File: config.mk
export PLATFORM = sky130hd
export DESIGN_NAME = alu_ctrl_fsm
export DESIGN_NICKNAME = d
export VERILOG_FILES = /design/src/rtl/alu_ctrl_fsm.sv
export SDC_FILE = /design/constraint.sdc
export NUM_CORES = 1
export LEC_CHECK = 0
export ABC_CLOCK_PERIOD_IN_PS = 1300
export CELL_PAD_IN_SITES_DETAIL_PLACEMENT = 2
export CELL_PAD_IN_SITES_GLOBAL_PLACEMENT = 2
export CORE_MARGIN = 2
export CORE_UTILIZATION = 19
export DETAILED_ROUTE_END_ITERATION = 8
export GPL_TIMING_DRIVEN = 0
export PLACE_DENSITY = 0.83
export SETUP_SLACK_MARGIN = 0.5
export SLEW_MARGIN = 20
export SYNTH_ARGS = -nofsm -noshare
export SYNTH_HDL_FRONTEND = slang
export SYNTH_SLANG_ARGS = --single-unit
export TNS_END_PERCENT = 30
File: constraint.sdc
create_clock -name clk -period 1.3 [get_ports clk]
set_input_delay 0.195 -clock clk [delete_from_list [all_inputs] [get_ports clk]]
set_output_delay 0.195 -clock clk [all_outputs]
set_load 0.03 [all_outputs]
File: src/rtl/alu_ctrl_fsm.sv
// Multi-cycle control FSM for the 16-bit RISC core: sequences fetch/decode/execute/memory/writeback.
// Optional performance counters are enabled by defining ALU_CTRL_PERF_CNT_EN.
module alu_ctrl_fsm #(
    parameter int IMM6_W = 6,
    parameter int IMM9_W = 9
) (
    input  logic        clk,
    input  logic        rst,
    input  logic [15:0] ir,
    output logic        ir_we,
    output logic        imem_req,
    input  logic        imem_ack,
    output logic        dmem_req,
    output logic        dmem_we,
    input  logic        dmem_ack,
    input  logic        alu_zero,
    input  logic        alu_carry,
    output logic [1:0]  alu_op,
    output logic        alu_a_sel,
    output logic [1:0]  alu_b_sel,
    output logic        pc_we,
    output logic        rf_we,
    output logic [1:0]  rf_waddr_sel,
    output logic [1:0]  rf_wdata_sel,
    output logic        z_flag,
    output logic        c_flag,
    output logic        halted,
    output logic        illegal
`ifdef ALU_CTRL_PERF_CNT_EN
    ,
    output logic [31:0] cycle_cnt,
    output logic [31:0] instr_cnt
`endif
);

    typedef enum logic [2:0] {
        S_FETCH,
        S_DECODE,
        S_EXEC,
        S_BR,
        S_MEM,
        S_WB,
        S_HALT
    } state_e;

    localparam logic [1:0] OP_ADD  = 2'b00;
    localparam logic [1:0] OP_SUB  = 2'b01;

    localparam logic [1:0] B_RF    = 2'b00;
    localparam logic [1:0] B_ONE   = 2'b01;
    localparam logic [1:0] B_IMM6  = 2'b10;
    localparam logic [1:0] B_IMM9  = 2'b11;

    state_e state_q, state_d;
    logic   z_q, z_d;
    logic   c_q, c_d;

    logic [3:0] opcode;
    logic       is_alu, is_adi, is_lw, is_sw, is_beq, is_jal, is_halt;

    // Immediate fields are consumed by the datapath, not by this controller.
    logic unused_imm_fields;
    assign unused_imm_fields = ^{ir[11:IMM9_W], ir[IMM9_W-1:IMM6_W], ir[IMM6_W-1:0]};

    assign opcode  = ir[15:12];
    assign is_alu  = (opcode[3:2] == 2'b00);
    assign is_adi  = (opcode == 4'b0100);
    assign is_lw   = (opcode == 4'b0101);
    assign is_sw   = (opcode == 4'b0110);
    assign is_beq  = (opcode == 4'b0111);
    assign is_jal  = (opcode == 4'b1000);
    assign is_halt = (opcode == 4'b1111);

    always_ff @(posedge clk) begin
        // NOTE: non-blocking assignments so every register samples pre-edge values.
        if (rst) begin
            state_q <= S_FETCH;
            z_q     <= 1'b0;
            c_q     <= 1'b0;
        end else begin
            state_q <= state_d;
            z_q     <= z_d;
            c_q     <= c_d;
        end
    end

    always_comb begin
        // NOTE: every output gets a default first so no path can infer a latch.
        state_d      = state_q;
        z_d          = z_q;
        c_d          = c_q;
        ir_we        = 1'b0;
        imem_req     = 1'b0;
        dmem_req     = 1'b0;
        dmem_we      = 1'b0;
        alu_op       = OP_ADD;
        alu_a_sel    = 1'b0;
        alu_b_sel    = B_RF;
        pc_we        = 1'b0;
        rf_we        = 1'b0;
        rf_waddr_sel = 2'b00;
        rf_wdata_sel = 2'b00;
        halted       = 1'b0;
        illegal      = 1'b0;

        unique case (state_q)
            S_FETCH: begin
                imem_req = 1'b1;
                if (imem_ack) begin
                    ir_we     = 1'b1;
                    alu_a_sel = 1'b1;
                    alu_b_sel = B_ONE;
                    pc_we     = 1'b1;
                    state_d   = S_DECODE;
                end
            end
            S_DECODE: state_d = S_EXEC;
            S_EXEC: begin
                if (is_alu || is_adi) begin
                    alu_op    = is_alu ? ir[13:12] : OP_ADD;
                    alu_b_sel = is_alu ? B_RF : B_IMM6;
                    z_d       = alu_zero;
                    c_d       = alu_carry;
                    state_d   = S_WB;
                end else if (is_lw || is_sw) begin
                    alu_b_sel = B_IMM6;
                    state_d   = S_MEM;
                end else if (is_beq) begin
                    alu_op    = OP_SUB;
                    state_d   = alu_zero ? S_BR : S_FETCH;
                end else if (is_jal) begin
                    // PC already holds PC+1 from fetch; that is the link value.
                    rf_we        = 1'b1;
                    rf_waddr_sel = 2'b10;
                    rf_wdata_sel = 2'b10;
                    alu_a_sel    = 1'b1;
                    alu_b_sel    = B_IMM9;
                    pc_we        = 1'b1;
                    state_d      = S_FETCH;
                end else if (is_halt) begin
                    state_d = S_HALT;
                end else begin
                    illegal = 1'b1;
                    state_d = S_FETCH;
                end
            end
            S_BR: begin
                alu_a_sel = 1'b1;
                alu_b_sel = B_IMM6;
                pc_we     = 1'b1;
                state_d   = S_FETCH;
            end
            S_MEM: begin
                dmem_req = 1'b1;
                dmem_we  = is_sw;
                if (dmem_ack) state_d = is_sw ? S_FETCH : S_WB;
            end
            S_WB: begin
                rf_we        = 1'b1;
                rf_waddr_sel = is_alu ? 2'b00 : 2'b01;
                rf_wdata_sel = is_lw ? 2'b01 : 2'b00;
                state_d      = S_FETCH;
            end
            S_HALT: halted = 1'b1;
            default: state_d = S_FETCH;
        endcase

        // Reset must silence every enable and request in the same cycle.
        if (rst) begin
            ir_we    = 1'b0;
            imem_req = 1'b0;
            dmem_req = 1'b0;
            dmem_we  = 1'b0;
            pc_we    = 1'b0;
            rf_we    = 1'b0;
            halted   = 1'b0;
            illegal  = 1'b0;
        end
    end

    assign z_flag = z_q;
    assign c_flag = c_q;

`ifdef ALU_CTRL_PERF_CNT_EN
    logic [31:0] cycle_cnt_q;
    logic [31:0] instr_cnt_q;
    logic        instr_done;

    assign instr_done = (state_q inside {S_EXEC, S_BR, S_MEM, S_WB}) && (state_d == S_FETCH);

    always_ff @(posedge clk) begin
        if (rst) begin
            cycle_cnt_q <= '0;
            instr_cnt_q <= '0;
        end else begin
            if (state_q != S_HALT && cycle_cnt_q != '1) cycle_cnt_q <= cycle_cnt_q + 32'd1;
            if (instr_done && instr_cnt_q != '1)        instr_cnt_q <= instr_cnt_q + 32'd1;
        end
    end

    assign cycle_cnt = cycle_cnt_q;
    assign instr_cnt = instr_cnt_q;
`endif

endmodule

==> impl_metrics.tcl, run 1 <==
set metrics [dict create \
    status "finished, violations left" \
    violations "setup timing" \
    worst_pin_slew_ns 0.2908 \
    fin_ws_ns -0.4078 \
    overflow 0 \
    post-place-ws_ns -1.268 \
    ys_ff_latch 5 \
    avgViaCountPerCell 4.787 \
    start_util_pct 20.23 \
    rrSetupSlack_ns -0.25 \
    max_freq_mhz 585.5 \
    synth_cell_types 43 \
    cp.required_ns 1.11 \
    ios 41 \
    syn_inst 83 \
    ctsHtreeMaxLevel 1 \
    hold_path.class "flop to flop" \
    worstSetupPathType "flop to primary output" \
    dp.cells 157 \
    p_leak_nw 0.5988 \
    portBuffers 28 \
    final_common_cell "buf_4" \
    std_cell_rows 21 \
    die_area_sq_um 4105 \
    drt-initial-drc-count 28 \
    wl_microns 3541 \
    dpl.hpwl_microns 1985 \
    drive_above_1_share_pct 70.42 \
    clockRootBuffer "clkbuf_4" \
    wl_per_cell_microns 18.84 \
    fin_crit_ns 1.708 \
    drv_cap 0 \
    clock_latency_ns 0.26 \
    numClockSinks 5 \
    multi_input_area_sq_um 660.6 \
    vdd_drop_max_mv 0.3532 \
    fillCellCount 356 \
    chipHeight_microns 64.07 \
    die_x_microns 64.07 \
    cts_buffer_depth 2 \
    crit_arrival_ns 1.51 \
    rsz0062_at_grt "true" \
    area_growth_pct 115.7 \
    postCtsHoldBufs 0 \
    dr.pass1.iters 4 \
    ant_nets 0 \
    syn_area_per_cell_sq_um 8.261 \
    grt_start_max_net_pins 11 \
    maxSlewHeadroom_pct 80.40 \
    finalNonFillerCells 188 \
    core-area_sq_um 3390 \
    synth.cell_area_sq_um 685.7 \
    finalHoldViolations 0 \
    antennaDiodeCount 0 \
    cts_tree "built" \
    start_kind "flop" \
    grt_antenna_before_repair 0 \
    gp_congestion 0.7906 \
    grt_pass1_vias 1046 \
    drc 0 \
    syn_nets 105 \
    setup_viol 22 \
    mostFrequentLayoutCells "buf_4 (29), buf_6 (25), nand2b_1 (5), clkdlybuf4s50_1 (5)" \
    synthTopCellsByArea "dfxtp_1 (15%), buf_6 (4.9%), nand2b_1 (4.6%)" \
    synth_seq_area_share_pct 14.60 \
    tns_ns -5.194 \
    p_per_area_nw_per_um2 728.2 \
    grt_use_total_pct 17.81 \
    vias 900 \
    fin_crit_sh_pct 131.4 \
    yosys.area.top_type_share_pct 14.60 \
    synth_top_area_cell "dfxtp_1" \
    numCtsBuffers 3 \
    yosys_warnings 0 \
    fin_worst_skew_ns 0.01078 \
    path_max_fanout 6 \
    seq_area_sq_um 108.9 \
    end_kind "primary output" \
    slew_violations 0 \
    path_clk_slew_ns 0.05 \
    grt_pass1_wl_microns 5623 \
    nets 165 \
]
## report_power, final
group | internal [mW] | switching, mW
Sequential | 0.165 | 0.0154
Clock | 0.117 | 0.0810
Combinational | 0.344 | 0.354
Total | 0.627 | 0.450
## per-stage QoR
step | total power [mW] | utilization (%) | hold WS (ns) | instance area (sq um)
3_5_place_dp | 0.6349 | 33.04 | 0.4775 | 1120
3_3_place_gp | 0.6161 | 33.04 | 0.4599 | 1120
6_report | 1.077 | 43.63 | 0.4905 | 1479
5_1_grt | 1.145 | 43.63 | 0.5207 | 1479
2_1_floorplan | 0.4865 | - | 0.3497 | 782.0
4_1_cts | 0.9978 | 41.53 | 0.5001 | 1408
## timing repair
action                                 CTS  global route
buffers inserted                        24             3
setup endpoints to repair               24            24
gates resized for setup                159            20
endpoints found under the hold margin    0             0
pin swaps                               14             7
## worst paths after layout
check	depth (start not counted)	startpoint	to
max	4	state_q[1]	rf_wdata_sel[0]
min	2	c_flag	c_flag
max reg2reg	9	state_q[0]	state_q[2]
min reg2reg	2	c_flag	c_flag
## flip-flops by register name, indices dropped and copies added (netlist names)
name,cells
c_flag,1
state_q,3
z_flag,1
## cell families after synthesis
group / Yosys count / share of synthesized area [%]
buffers and inverters: 14 / 13.68
flip-flops: 5 / 14.60
AND/OR/NAND/NOR: 42 / 45.44
multiplexers: 3 / 4.380
AO/OA/AOI/OAI: 19 / 21.90
## critical path, cell delays in order, from the launching register on
cell	delay, ns
dfxtp_4	0.37
buf_6	0.13
or3_4	0.41
nor4_4	0.14
buf_4	0.20
## metal layers
layer  global-route usage, %  wire length, microns
met5                       0                     0
met4                   7.065                    82
met3                   4.577                   157
met2                   32.81                  1967
met1                   19.12                  1334
## synthesized netlist by cell type, drive strengths merged
cell	count
and4	1
nand3	1
nand2	3
nor2b	1
nand3b	1
a21oi	4
nand2b	6
nor3b	1
or3	3
dfxtp	5
mux2i	3
or3b	1
and2	2
and3b	1
o211ai	1
buf	8
nor4b	2
and2b	1
nor3	4
o21ai	7
or2b	1
o41ai	1
a31oi	1
nor4	4
inv	5
clkbuf	1
a2111oi	1
o31a	1
a221oi	2
and3	1
o2111a	1
nor2	8
## layout make-up
cell class | instances | area share (%)
multi-input combinational | 64 | 44.67
sequential | 5 | 7.360
inverter | 5 | 1.777
timing repair buffer | 55 | 33.67
buffer | 9 | 6.853
clock buffer | 4 | 1.777
tap | 46 | 3.892
No activity file was read; power rests on OpenSTA's default activity.
==> run 2: changes to the inputs <==
--- a/config.mk
+++ b/config.mk
@@ -5,11 +5,10 @@
 export SDC_FILE = /design/constraint.sdc
 export NUM_CORES = 1
 export LEC_CHECK = 0
-export ABC_CLOCK_PERIOD_IN_PS = 1300
 export CELL_PAD_IN_SITES_DETAIL_PLACEMENT = 2
 export CELL_PAD_IN_SITES_GLOBAL_PLACEMENT = 2
-export CORE_MARGIN = 2
 export CORE_UTILIZATION = 19
+export CTS_CLUSTER_SIZE = 24
 export DETAILED_ROUTE_END_ITERATION = 8
 export GPL_TIMING_DRIVEN = 0
 export PLACE_DENSITY = 0.83
==> impl_metrics.tcl, run 2 (synthesized netlist as in run 1, its figures left out) <==
set metrics [dict create \
    fin_crit_ns 1.701 \
    numCtsBuffers 3 \
    met3_length_microns 101 \
    ios 41 \
    min_to "c_flag" \
    ctsHtreeMaxLevel 1 \
    largest_register_ffs 3 \
    reg2reg_to "state_q[0]" \
    rrSetupSlack_ns -0.10 \
    drive_above_1_share_pct 68.18 \
    drv_cap 0 \
    p_per_area_nw_per_um2 710.6 \
    core-area_sq_um 3390 \
    max_freq_mhz 587.8 \
    regMostFlops "state_q" \
    wl_per_cell_microns 18.33 \
    clock_latency_ns 0.26 \
    grt_pass1_vias 962 \
    slew_violations 0 \
    chipHeight_microns 62.07 \
    ant_nets 0 \
    wl_met1_microns 1235 \
    maxSlewHeadroom_pct 74.73 \
    fin_crit_sh_pct 130.9 \
    gp_congestion 0.7409 \
    dr.max_layer_used "met4" \
    worst_pin_slew_ns 0.3750 \
    multi_input_area_sq_um 648.1 \
    cts_tree "built" \
    tns_ns -4.926 \
    postCtsHoldBufs 0 \
    end_kind "primary output" \
    std_cell_rows 21 \
    wl_microns 3262 \
    p_total_mw 0.9878 \
    grt_antenna_before_repair 0 \
    portBuffers 28 \
    start_util_pct 20.23 \
    holdPathStages 3 \
    finalHoldViolations 0 \
    dr.pass1.iters 4 \
    vias 853 \
    whs_ns 0.2876 \
    nets 155 \
    mostFrequentLayoutCells "buf_6 (24), buf_4 (19), nor2_1 (5), nand2b_1 (5), o21ai_1 (5)" \
    final_common_cell "buf_6" \
    vdd_drop_max_mv 0.4085 \
    cts_buffer_depth 2 \
    p_leak_nw 0.5693 \
    fillCellCount 380 \
    hold_path.class "primary input to flop" \
    hold_start "rst" \
    worstSetupPathType "flop to primary output" \
    status "finished, violations left" \
    rr_worst_depth 6 \
    drc 0 \
    drt-initial-drc-count 9 \
    antennaDiodeCount 0 \
    grt_use_total_pct 19.23 \
    dpl.hpwl_microns 2251 \
    path_clk_slew_ns 0.05 \
    wl_met2_microns 1813 \
    numClockSinks 5 \
    r2r_start "state_q[0]" \
    clockRootBuffer "clkbuf_4" \
    fin_ws_ns -0.4012 \
    setup_viol 21 \
    die_area_sq_um 3853 \
    rsz0062_at_grt "true" \
    grt_start_max_net_pins 11 \
    violations "setup timing" \
    cp.required_ns 1.11 \
    area_growth_pct 102.7 \
    finish.utilization_pct 41.01 \
    fin_worst_skew_ns 0.003694 \
    die_x_microns 62.07 \
    path_max_fanout 6 \
    start_kind "flop" \
    seq_area_sq_um 108.9 \
    crit_arrival_ns 1.51 \
    avgViaCountPerCell 4.792 \
    overflow 0 \
    grt_pass1_wl_microns 5181 \
]
## run 2: cell count changes in the layout (fill, tap and decap cells not counted), moves of 2 or more
cell	delta
clkdlybuf4s50_1	-2
buf_2	+2
buf_4	-10
dlymetal6s2s_1	+2
## run 2: layout make-up
class                           count  area share, %
Buffer                              9          7.021
Clock buffer                        4          1.890
Timing Repair Buffer               45          30.78
Inverter                            5          1.710
Sequential cell                     5          7.831
Tap cell                           46          4.140
Multi-Input combinational cell     64          46.62
## run 2: report_power, final
group / total, mW / internal [mW] / switching (mW)
logic: 0.617 / 0.289 / 0.327
registers: 0.177 / 0.165 / 0.0112
clock network: 0.195 / 0.117 / 0.0777
## run 2: metrics by stage
step,worst slack [ns],instance area [sq um],cells
after floorplan,-0.1955,782.0,83
after global placement,-1.208,1120,157
after detailed placement,-1.265,1120,157
after CTS,-0.3957,1319,174
after global routing,-0.4221,1390,178
final,-0.4012,1390,178
## run 2: worst max-delay path by stage
| stage | from | endpoint | slack (ns) | cells after the start |
|---|---|---|---|---|
| 3_3_place_gp | ir[15] | pc_we | -1.21 | 6 |
| 6_report | state_q[1] | rf_wdata_sel[0] | -0.40 | 4 |
| 2_1_floorplan | state_q[0] | rf_wdata_sel[0] | -0.20 | 4 |
| 3_5_place_dp | ir[14] | pc_we | -1.27 | 6 |
| 5_1_grt | state_q[1] | rf_wdata_sel[0] | -0.42 | 4 |
| 4_1_cts | state_q[2] | alu_op[0] | -0.40 | 4 |
## run 2: what timing repair did
| action | in CTS | in global routing |
|---|---|---|
| buffers inserted | 13 | 4 |
| endpoints found under the hold margin | 0 | 0 |
| endpoints found under the setup margin | 24 | 24 |
| resized for setup | 169 | 11 |
| pin swaps | 18 | 5 |
## run 2: metal layers
metal | vias to the layer above | global-route usage, %
li1 | 404 | -
met1 | 416 | 21.02
met2 | 22 | 37.08
met3 | 11 | 2.899
met4 | 0 | 6.667
met5 | - | 0
## run 2: worst max-delay path, cell delays in order (launching register included)
cell	delay, ns
dfxtp_4	0.36
buf_6	0.13
or3_4	0.41
nor4_4	0.15
buf_4	0.20
==> run 3: changes to the inputs <==
--- a/config.mk
+++ b/config.mk
@@ -11,7 +11,7 @@
 export CTS_CLUSTER_SIZE = 24
 export DETAILED_ROUTE_END_ITERATION = 8
 export GPL_TIMING_DRIVEN = 0
-export PLACE_DENSITY = 0.83
+export PLACE_DENSITY = 0.76
 export SETUP_SLACK_MARGIN = 0.5
 export SLEW_MARGIN = 20
 export SYNTH_ARGS = -nofsm -noshare
==> impl_metrics.tcl, run 3 (synthesized netlist as in run 1, its figures left out) <==
set metrics [dict create \
    nets 161 \
    numClockSinks 5 \
    rr_worst_depth 5 \
    p_leak_nw 0.5752 \
    maxSlewHeadroom_pct 75.64 \
    std_cell_rows 21 \
    rrSetupSlack_ns -0.24 \
    path_max_fanout 5 \
    setup_viol 22 \
    fin_crit_ns 1.680 \
    cts_buffer_depth 2 \
    tns_ns -4.984 \
    grt_start_max_net_pins 11 \
    vdd_drop_max_mv 0.1628 \
    worst_pin_slew_ns 0.3629 \
    dr.pass1.iters 4 \
    r2r_start "state_q[0]" \
    reg2reg_to "state_q[0]" \
    ctsHtreeMaxLevel 1 \
    drc 0 \
    ant_nets 0 \
    crit_arrival_ns 1.48 \
    finalHoldViolations 0 \
    antennaDiodeCount 0 \
    numCtsBuffers 3 \
    drive_above_1_share_pct 68.84 \
    area_growth_pct 105.1 \
    fin_worst_skew_ns 0.004474 \
    ios 41 \
    final_common_cell "buf_4" \
    hold_path.class "primary input to flop" \
    holdPathStages 3 \
    drv_cap 0 \
    finish.utilization_pct 41.49 \
    start_util_pct 20.23 \
    slew_violations 0 \
    die_x_microns 62.07 \
    portBuffers 28 \
    clockRootBuffer "clkbuf_4" \
    worstSetupPathType "flop to primary output" \
    mostFrequentLayoutCells "buf_4 (31), buf_6 (17), nor2_1 (6), o21ai_1 (6), nand2b_1 (5)" \
    status "finished, violations left" \
    cts_tree "built" \
    overflow 0 \
    gp_congestion 0.7624 \
    violations "setup timing" \
    grt_antenna_before_repair 0 \
    min_to "c_flag" \
    cp.required_ns 1.11 \
    die_area_sq_um 3853 \
    post-place-ws_ns -1.259 \
    vias 880 \
    dpl.hpwl_microns 1871 \
    chipHeight_microns 62.07 \
    largest_register_ffs 3 \
    hold_start "rst" \
    drt-initial-drc-count 11 \
    regMostFlops "state_q" \
    path_clk_slew_ns 0.05 \
    fin_ws_ns -0.3798 \
    core-area_sq_um 3390 \
    rsz0062_at_grt "true" \
    grt_pass1_wl_microns 4892 \
    fin_crit_sh_pct 129.2 \
    end_kind "primary output" \
    p_per_area_nw_per_um2 704.8 \
    start_kind "flop" \
    wl_per_cell_microns 17.48 \
    grt_pass1_vias 960 \
    avgViaCountPerCell 4.783 \
    clock_latency_ns 0.24 \
    wl_microns 3217 \
    max_freq_mhz 595.3 \
    grt_use_total_pct 17.48 \
]
==> run 3: report_power, final <==
part | switching, mW | internal [mW] | total, mW
registers | 0.0147 | 0.165 | 0.180
logic | 0.331 | 0.291 | 0.622
clock network | 0.0725 | 0.117 | 0.189
total | 0.418 | 0.573 | 0.991
==> run 3: area by class of cell <==
class	instances	area [sq um]
Multi-Input combinational cell	64	650.6
Timing Repair Buffer	51	436.7
Tap cell	46	57.56
Fill cell	390	1983
Buffer	9	100.1
Clock buffer	4	26.28
Inverter	5	26.28
Sequential cell	5	108.9
==> run 3: worst max path at each step <==
stage / slack [ns] / depth (start not counted) / startpoint / to
after CTS: -0.37 / 4 / state_q[1] / rf_wdata_sel[0]
after global routing: -0.42 / 5 / state_q[0] / rf_wdata_sel[0]
after detailed placement: -1.26 / 6 / ir[15] / pc_we
final: -0.38 / 5 / state_q[0] / rf_wdata_sel[0]
after floorplan: -0.20 / 4 / state_q[0] / rf_wdata_sel[0]
after global placement: -1.21 / 6 / ir[15] / pc_we
==> run 3: repair_timing <==
action | 4_1_cts | 5_1_grt
buffers inserted | 21 | 2
endpoints found under the setup margin | 24 | 24
pin swaps | 12 | 7
gates resized for setup | 157 | 12
hold buffers | 0 | 0
==> run 3: routing by layer <==
| metal | vias to the layer above | GRT usage [%] | wire, microns |
|---|---|---|---|
| met5 | - | 0 | 0 |
| met2 | 26 | 32.07 | 1719 |
| met1 | 438 | 21.78 | 1328 |
| li1 | 410 | - | - |
| met4 | 0 | 3.175 | 65 |
| met3 | 6 | 2.277 | 103 |
==> run 3: per-stage QoR <==
stage                     instances  hold WS [ns]  instance area, sq um  power, mW
after detailed placement        157        0.4758                  1120     0.6314
after floorplan                  83        0.3497                 782.0     0.4865
final                           184        0.4319                  1406     0.9912
after CTS                       182        0.4379                  1376     0.9489
after global routing            184        0.4596                  1406      1.038
after global placement          157        0.4592                  1120     0.6183
==> run 3: critical path, cell delays in order (launching register included) <==
cell	delay, ns
dfxtp_2	0.34
buf_8	0.13
inv_8	0.03
or3_4	0.40
nor4_4	0.14
buf_4	0.20
